## config.mk

```make
export PLATFORM = sky130hd
export DESIGN_NAME = vector_load_sequencer
export DESIGN_NICKNAME = d
export VERILOG_FILES = /design/src/rtl/vec_load_pkg.sv /design/src/rtl/rx_timeout_timer.sv /design/src/rtl/vector_load_sequencer.sv
export SDC_FILE = /design/constraint.sdc
export NUM_CORES = 1
export LEC_CHECK = 0
export ABC_AREA = 1
export CAP_MARGIN = 25
export CORE_MARGIN = 2
export CORE_UTILIZATION = 55
export CTS_BUF_LIST = sky130_fd_sc_hd__clkbuf_4
export CTS_CLUSTER_DIAMETER = 60
export DETAILED_ROUTE_END_ITERATION = 10
export GPL_TIMING_DRIVEN = 0
export PLACE_DENSITY = 0.79
export SLEW_MARGIN = 20
export SYNTH_ARGS = -nofsm -noshare
export SYNTH_HDL_FRONTEND = slang
export SYNTH_SLANG_ARGS = --single-unit
```

## constraint.sdc

```tcl
create_clock -name clk -period 1.9 [get_ports clk]
set_clock_uncertainty 0.15 [all_clocks]
set_input_delay 0.38 -clock clk [delete_from_list [all_inputs] [get_ports clk]]
set_output_delay 0.38 -clock clk [all_outputs]
set_load 0.02 [all_outputs]
```

## src/rtl/vec_load_pkg.sv

```systemverilog
// Shared types and constants for the vector load sequencer: FSM states,
// command/bank byte values, error codes and timeout sizing.
package vec_load_pkg;

    localparam int unsigned WORD_W = 10;

    typedef enum logic [2:0] {
        ST_IDLE,
        ST_BANK,
        ST_LEN_HI,
        ST_LEN_LO,
        ST_DATA_LO,
        ST_DATA_HI,
        ST_OP
    } state_t;

    localparam logic [7:0] CMD_WRITE = 8'h01;
    localparam logic [7:0] CMD_START = 8'h02;

    localparam logic [7:0] BANK_A = 8'h00;
    localparam logic [7:0] BANK_B = 8'h01;

    typedef enum logic [2:0] {
        ERR_NONE       = 3'd0,
        ERR_BAD_CMD    = 3'd1,
        ERR_BAD_BANK   = 3'd2,
        ERR_BAD_LEN    = 3'd3,
        ERR_TIMEOUT    = 3'd4,
        ERR_ACCEL_BUSY = 3'd5
    } err_code_t;

    // Idle byte-times converted to clock cycles (10 bit-times per UART byte).
    function automatic int unsigned calc_timeout_cycles(input int unsigned clk_hz,
                                                        input int unsigned baud,
                                                        input int unsigned n_bytes);
        return 32'(64'(n_bytes) * 64'd10 * 64'(clk_hz) / 64'(baud));
    endfunction

endpackage

```

## src/rtl/rx_timeout_timer.sv

```systemverilog
// Inter-byte watchdog: counts cycles since the last received byte while a
// packet is in progress and flags expiry once CYCLES have elapsed.
module rx_timeout_timer #(
    parameter int unsigned CYCLES = 34722,
    localparam int unsigned CNT_W = $clog2(CYCLES + 1)
) (
    input  logic clk,
    input  logic rst_n,
    input  logic clear,
    input  logic run,
    output logic expired
);

    logic [CNT_W-1:0] cnt;

    // Saturating counter; idle (run low) keeps it parked at zero.
    always_ff @(posedge clk or negedge rst_n) begin
        if (!rst_n) begin
            cnt <= '0;
        end else if (clear || !run) begin
            cnt <= '0;
        end else if (cnt != CNT_W'(CYCLES)) begin
            cnt <= cnt + CNT_W'(1);
        end
    end

    assign expired = run && (cnt == CNT_W'(CYCLES));

endmodule

```

## src/rtl/vector_load_sequencer.sv

```systemverilog
// Packet parser between the UART byte stream and the A/B vector BRAM banks:
// sequences word writes, issues accelerator starts and reports errors.
module vector_load_sequencer
    import vec_load_pkg::*;
#(
    parameter int unsigned CLK_FREQUENCY = 100_000_000,
    parameter int unsigned BAUD_RATE     = 115200,
    parameter int unsigned MEMORY_DEPTH  = 1024,
    parameter int unsigned TIMEOUT_BYTES = 4,
    localparam int unsigned ADDR_W       = $clog2(MEMORY_DEPTH)
) (
    input  logic              clk,
    input  logic              rst,
    input  logic [7:0]        rx_data,
    input  logic              rx_ready,
    input  logic              accel_busy,
    output logic              wea_a,
    output logic              wea_b,
    output logic [ADDR_W-1:0] addr,
    output logic [WORD_W-1:0] d_in,
    output logic              start_op,
    output logic [7:0]        op_code,
    output logic              load_done,
    output logic              err,
    output logic [2:0]        err_code,
    output logic              busy
);

    localparam int unsigned TIMEOUT_CYCLES =
        calc_timeout_cycles(CLK_FREQUENCY, BAUD_RATE, TIMEOUT_BYTES);

    state_t            state;
    logic              bank_b;
    logic [7:0]        len_hi;
    logic [7:0]        lo_byte;
    logic [ADDR_W-1:0] last_addr;
    logic [15:0]       len_c;
    logic              run_c;
    logic              timeout_c;

    assign len_c = {len_hi, rx_data};
    assign run_c = (state != ST_IDLE);

    rx_timeout_timer #(
        .CYCLES (TIMEOUT_CYCLES)
    ) u_timeout (
        .clk     (clk),
        .rst_n   (rst),
        .clear   (rx_ready),
        .run     (run_c),
        .expired (timeout_c)
    );

    always_ff @(posedge clk or negedge rst) begin
        if (!rst) begin
            state     <= ST_IDLE;
            bank_b    <= 1'b0;
            len_hi    <= '0;
            lo_byte   <= '0;
            last_addr <= '0;
            wea_a     <= 1'b0;
            wea_b     <= 1'b0;
            addr      <= '0;
            d_in      <= '0;
            start_op  <= 1'b0;
            op_code   <= '0;
            load_done <= 1'b0;
            err       <= 1'b0;
            err_code  <= '0;
            busy      <= 1'b0;
        end else begin
            wea_a     <= 1'b0;
            wea_b     <= 1'b0;
            start_op  <= 1'b0;
            load_done <= 1'b0;
            err       <= 1'b0;

            // Advance the address the cycle after a non-final write.
            if ((wea_a || wea_b) && !load_done) begin
                addr <= addr + ADDR_W'(1);
            end

            if (rx_ready) begin
                case (state)
                    ST_IDLE: begin
                        if (rx_data == CMD_WRITE) begin
                            state <= ST_BANK;
                            busy  <= 1'b1;
                        end else if (rx_data == CMD_START) begin
                            state <= ST_OP;
                            busy  <= 1'b1;
                        end else begin
                            err      <= 1'b1;
                            err_code <= ERR_BAD_CMD;
                        end
                    end
                    ST_BANK: begin
                        if (rx_data == BANK_A || rx_data == BANK_B) begin
                            bank_b <= (rx_data == BANK_B);
                            state  <= ST_LEN_HI;
                        end else begin
                            err      <= 1'b1;
                            err_code <= ERR_BAD_BANK;
                            state    <= ST_IDLE;
                            busy     <= 1'b0;
                        end
                    end
                    ST_LEN_HI: begin
                        len_hi <= rx_data;
                        state  <= ST_LEN_LO;
                    end
                    ST_LEN_LO: begin
                        if (len_c == 16'd0 || 32'(len_c) > MEMORY_DEPTH) begin
                            err      <= 1'b1;
                            err_code <= ERR_BAD_LEN;
                            state    <= ST_IDLE;
                            busy     <= 1'b0;
                        end else begin
                            last_addr <= ADDR_W'(len_c - 16'd1);
                            addr      <= '0;
                            state     <= ST_DATA_LO;
                        end
                    end
                    ST_DATA_LO: begin
                        lo_byte <= rx_data;
                        state   <= ST_DATA_HI;
                    end
                    ST_DATA_HI: begin
                        d_in  <= {rx_data[1:0], lo_byte};
                        wea_a <= !bank_b;
                        wea_b <= bank_b;
                        if (addr == last_addr) begin
                            load_done <= 1'b1;
                            state     <= ST_IDLE;
                            busy      <= 1'b0;
                        end else begin
                            state <= ST_DATA_LO;
                        end
                    end
                    ST_OP: begin
                        if (!accel_busy) begin
                            op_code  <= rx_data;
                            start_op <= 1'b1;
                        end else begin
                            err      <= 1'b1;
                            err_code <= ERR_ACCEL_BUSY;
                        end
                        state <= ST_IDLE;
                        busy  <= 1'b0;
                    end
                    default: begin
                        state <= ST_IDLE;
                        busy  <= 1'b0;
                    end
                endcase
            end else if (timeout_c) begin
                // A byte arriving on the expiry cycle takes the branch above instead.
                err      <= 1'b1;
                err_code <= ERR_TIMEOUT;
                state    <= ST_IDLE;
                busy     <= 1'b0;
            end
        end
    end

endmodule
```

### Word level (Yosys, flattened, before mapping)

Cells that the tools add are included.

* word-level logic and storage cells: 115
* input bits: 12
* register bits after elaboration: 83

* add/subtract/negate cells: 3
* magnitude comparators: 1
* bitwise gates (word level): 2
* equal/unequal tests: 20
* reductions and logical operators: 25
* muxes and demuxes: 48

Operator list (number)
* 2-to-1 mux 10 bit: 4
* 2-to-1 mux 3 bit: 13
* 2-to-1 mux 16 bit: 2
* 2-to-1 mux 1 bit: 24
* != test 3 bit, second input constant: 6
* one-hot mux 3 bit (6 select lines): 1
* adder 16 x 1 -> 16 bit, second input constant: 1
* equality test 16 bit, second input constant: 1
* > comparator 16 x 11 -> 1 bit, second input constant: 1
* zero test 16 bit: 1
* != test 16 bit, second input constant: 1
* one-hot mux 3 bit (4 select lines): 1
* adder 10 x 1 -> 10 bit, second input constant: 1
* equality test 10 bit: 1
* subtractor 10 x 1 -> 10 bit, second input constant: 1
* equality test 3 bit, second input constant: 3
* AND reduction 3 bit: 3
* equality test 8 x 1 -> 1 bit, second input constant: 1
* equality test 8 x 2 -> 1 bit, second input constant: 1
* zero test 8 bit: 1
* AND reduction 2 bit: 4
* AND reduction 7 bit: 1
* equality test 3 x 2 -> 1 bit, second input constant: 2
* AND reduction 6 bit: 1
* 15 further kinds: 23

### Depth between registers and ports, before layout

* depth in word-level cells: 6
* depth in mapped cells: 13

### Hierarchy

A second synthesis with hierarchy kept.

* cells, all modules: 534
* area total of the unflattened synthesis: 4271.6 um^2

Modules (own cells, without submodules)
* vector_load_sequencer: area each 3301.9 um^2, cells an instance 399, times used 1
* rx_timeout_timer: area each 969.7 um^2, cells an instance 135, times used 1

### Least setup slack after synthesis

No wires, ideal clock.

* path kind: input-to-reg
* start point: input port rx_data[0]
* end point: register addr[5]
* slack: 0.215 ns
* data arrival time: 1.421 ns
* setup time: 0.114 ns
* stages on the path: 10
* required time: 1.636 ns
* cell sequence: inv_1 > ha_1 > nand2_2 > nor2_4 > nand2_2 > nand2_4 > nand4_4 > buf_6 > nand3_1 > inv_1

* cells in the longest elaborated chain, start to end: 5
* elaborated cells on any way between the ends: 6
* those cells by class: order compare: 1; mux: 3; reduce/logical: 2

Ends and longest elaborated chain
* from (decl): line vector_load_sequencer.sv:14 `input logic [7:0] rx_data,`
* > comparator 16 x 11 -> 1 bit or zero test 16 bit (tied branches): line vector_load_sequencer.sv:113 `if (len_c == 16'd0 || 32'(len_c) > MEMORY_DEPTH) begin`
* logical OR 1 bit (*): line vector_load_sequencer.sv:113
* 2-to-1 mux 10 bit (*): line vector_load_sequencer.sv:113
* 2-to-1 mux 10 bit (*): line vector_load_sequencer.sv:84 `case (state)`
* 2-to-1 mux 10 bit (*): line vector_load_sequencer.sv:83 `if (rx_ready) begin`
* to (signal assigned): line vector_load_sequencer.sv:80 `addr <= addr + ADDR_W'(1);`
* to (decl): line vector_load_sequencer.sv:19 `output logic [ADDR_W-1:0] addr,`

Every way passes the cells marked *; elsewhere a longest branch is shown, timed or not.
A chain may end at the register's enable or synchronous reset.

### Final worst setup path

* start point: register addr[3]
* end point: output port addr[3]

No word-level cell between the ends.

==> results_dict.tcl <==
set metrics [dict create \
    chipHeight_um 91.5 \
    rsz0062_at_grt "yes" \
    drtPass1Iterations 6 \
    die_area_sq_um 8360 \
    yosys_most_used_dff "dfrtp_1" \
    cts_tree "built" \
    wl_per_cell_um 13.8 \
    fin_crit_ns 1.84 \
    critPathMaxStageDelay_ns 0.50 \
    layout_commonest_cell "nand2_1" \
    hold_viol 0 \
    syn_inst 485 \
    pwr-share-comb_pct 38.2 \
    dieWidth_um 91.5 \
    clock_power_share_pct 18.2 \
    stdcell_area_sq_um 5080 \
    worstMarginPinSlew_ns 0.454 \
    pwr-share-seq_pct 43.7 \
    leakage_uw 0.00257 \
    avgSynthCellArea_sq_um 8.67 \
    track_usage_pct 23.0 \
    ys_warn_count 0 \
    clock_latency_ns 0.44 \
    grt_pass1_vias 3359 \
    cts_made_buffers 9 \
    path_cells "dlygate4sd2_1" \
    min_path_type "primary input to asynchronous set/reset pin" \
    maxCapViolations 0 \
    internal_power_uw 3630 \
    crit_path_top_delay_cell "dfrtp_1" \
    worst_slew_margin_rel_pct 69.5 \
    tns_ns 0 \
    via_count 3426 \
    synth_area_sq_um 4210 \
    clock-sinks 83 \
    htreeDepth 3 \
    start_kind "flip-flop" \
    clockBufferDepth 2 \
    switching_share_pct 40.2 \
    crit_family "flip-flops" \
    power_uw 6070 \
    fin_ws_ns 0.0613 \
    grt_max_degree 61 \
    pre_cts_slack_ns -0.615 \
    synth_edf_count 0 \
    critPathMaxFanout 7 \
    num_rows 31 \
    drc 0 \
    fin_util_pct 69.3 \
    grt_pass1_wl_um 15400 \
    io_pins 49 \
    routed_via_density 5.19 \
    start_util_pct 57.4 \
    maxSlewViolCount 0 \
    synth_cell_types 37 \
    cp.arrival_ns 1.31 \
    clkTransAtPathRegs_ns 0.15 \
    dp_hpwl_um 6430 \
    cts_root_buf "clkbuf_4" \
    place_congestion 0.881 \
    layout-drive-gt1-share_pct 17.9 \
    drt-initial-drc-count 178 \
    ys_ff_latch 83 \
    end_kind "primary output" \
    numPortBuffers 48 \
    final.period_utilization_pct 96.8 \
    syn_to_final_growth_pct 20.7 \
    fmax_ghz 0.544 \
    crit_type "flip-flop to primary output" \
    most-common-layout-cells "nand2_1 (106), dfrtp_1 (83), inv_1 (47)" \
    powerDensity_nw_per_um2 1190 \
    num-nets-final 574 \
    ant_nets 0 \
    peakVddDrop_mv 0.831 \
    antenna_found_initial 1 \
    ys_seq_area_share_pct 49.4 \
    synth_fp_nets 504 \
    path_buf_inv 1 \
    finalSetupViolations 0 \
    postPlaceCellArea_sq_um 4840 \
    status "finished, final reports clean" \
    core_area_sq_um 7330 \
    overflow 0 \
    critPathRequiredTime_ns 1.37 \
    power.switching_uw 2440 \
    synthArstFlopShare_pct 100 \
    wirelength_um 9120 \
]
## repair_timing
action,4_1_cts,5_1_grt
pin swaps,0,4
hold buffers,1,0
resized for setup,44,14
cloned,0,1
buffers inserted,0,8
hold endpoints to repair,23,0
setup endpoints to repair,62,27
## power by group through the flow
stage	Sequential, uW	Combinational (uW)	Clock [uW]
2_1_floorplan	2910	1250	0
3_3_place_gp	2680	2280	0
3_5_place_dp	2690	2360	0
4_1_cts	2650	2220	1110
5_1_grt	2720	2570	1200
6_report	2650	2310	1100
## through the flow
stage	hold WS [ns]	std cells
2_1_floorplan	-0.0656	485
3_3_place_gp	0.266	632
3_5_place_dp	0.154	633
4_1_cts	0.203	650
5_1_grt	0.202	660
6_report	0.210	660
## worst paths after layout
kind / from / end / slack, ns / cells past startpoint
setup / recovery: addr[3] / addr[3] / 0.06 / 1
hold / removal: rst / u_timeout.cnt[5] / 0.21 / 2
setup reg to reg: u_timeout.cnt[1] / u_timeout.cnt[10] / 0.09 / 8
hold reg to reg: bank_b / wea_a / 0.31 / 1
max in group asynchronous: rst / last_addr[2] / 0.79 / 3
min in group clk: rx_data[1] / lo_byte[1] / 0.23 / 3
## cells in the mapped netlist (2+ instances only)
cell	count	area, sq um
buf_6	3	33.8
nor2_1	47	176
dfrtp_1	83	2080
nor2_2	7	43.8
nand4_4	2	42.5
nor2_4	7	78.8
nand3_1	27	135
a21oi_1	12	60.1
nor3_1	5	25.0
xor2_1	18	158
mux2_2	6	67.6
nand2_2	13	81.3
o21ai_1	20	100
buf_4	3	22.5
clkbuf_1	2	7.51
xnor2_1	4	35.0
nand2_1	109	409
mux2_4	3	45.0
ha_1	7	87.6
inv_1	51	191
inv_2	8	30.0
o21ai_0	32	160
nor3_2	2	20.0
## sequential cells by signal (all words and copies together) (netlist names)
register	count
wea_b	1
err	1
last_addr	10
load_done	1
bank_b	1
start_op	1
err_code	3
state	3
wea_a	1
len_hi	8
addr	10
d_in	10
lo_byte	8
busy	1
op_code	8
u_timeout.cnt	16
## cell type report
type / instances / area, sq um
Antenna cell: 1 / 2.50
Clock buffer: 9 / 67.6
Fill cell: 606 / 2250
Tap cell: 99 / 124
Clock inverter: 7 / 81.3
Buffer: 9 / 68.8
Timing Repair Buffer: 58 / 534
Multi-Input combinational cell: 335 / 1900
Inverter: 59 / 226
Sequential cell: 83 / 2080
## metal layers
| layer | vias up | wire [um] | track usage, % |
|---|---|---|---|
| met5 | - | 0 | 0 |
| met4 | 0 | 91 | 6.44 |
| met3 | 8 | 370 | 5.15 |
| met2 | 70 | 4560 | 38.0 |
| met1 | 1659 | 4090 | 30.4 |
| li1 | 1689 | - | - |
## logic make-up after synthesis
logic type | count (synthesis) | share of synthesized area (%)
AND/OR/NAND/NOR | 226 | 25.6
AO/OA/AOI/OAI | 70 | 8.77
buffers and inverters | 68 | 6.90
XOR/XNOR | 22 | 4.58
adder cells (fa/ha/maj) | 7 | 2.08
flip-flops | 83 | 49.4
multiplexers | 9 | 2.68
Note: power is estimated with default switching activity, not from simulation.
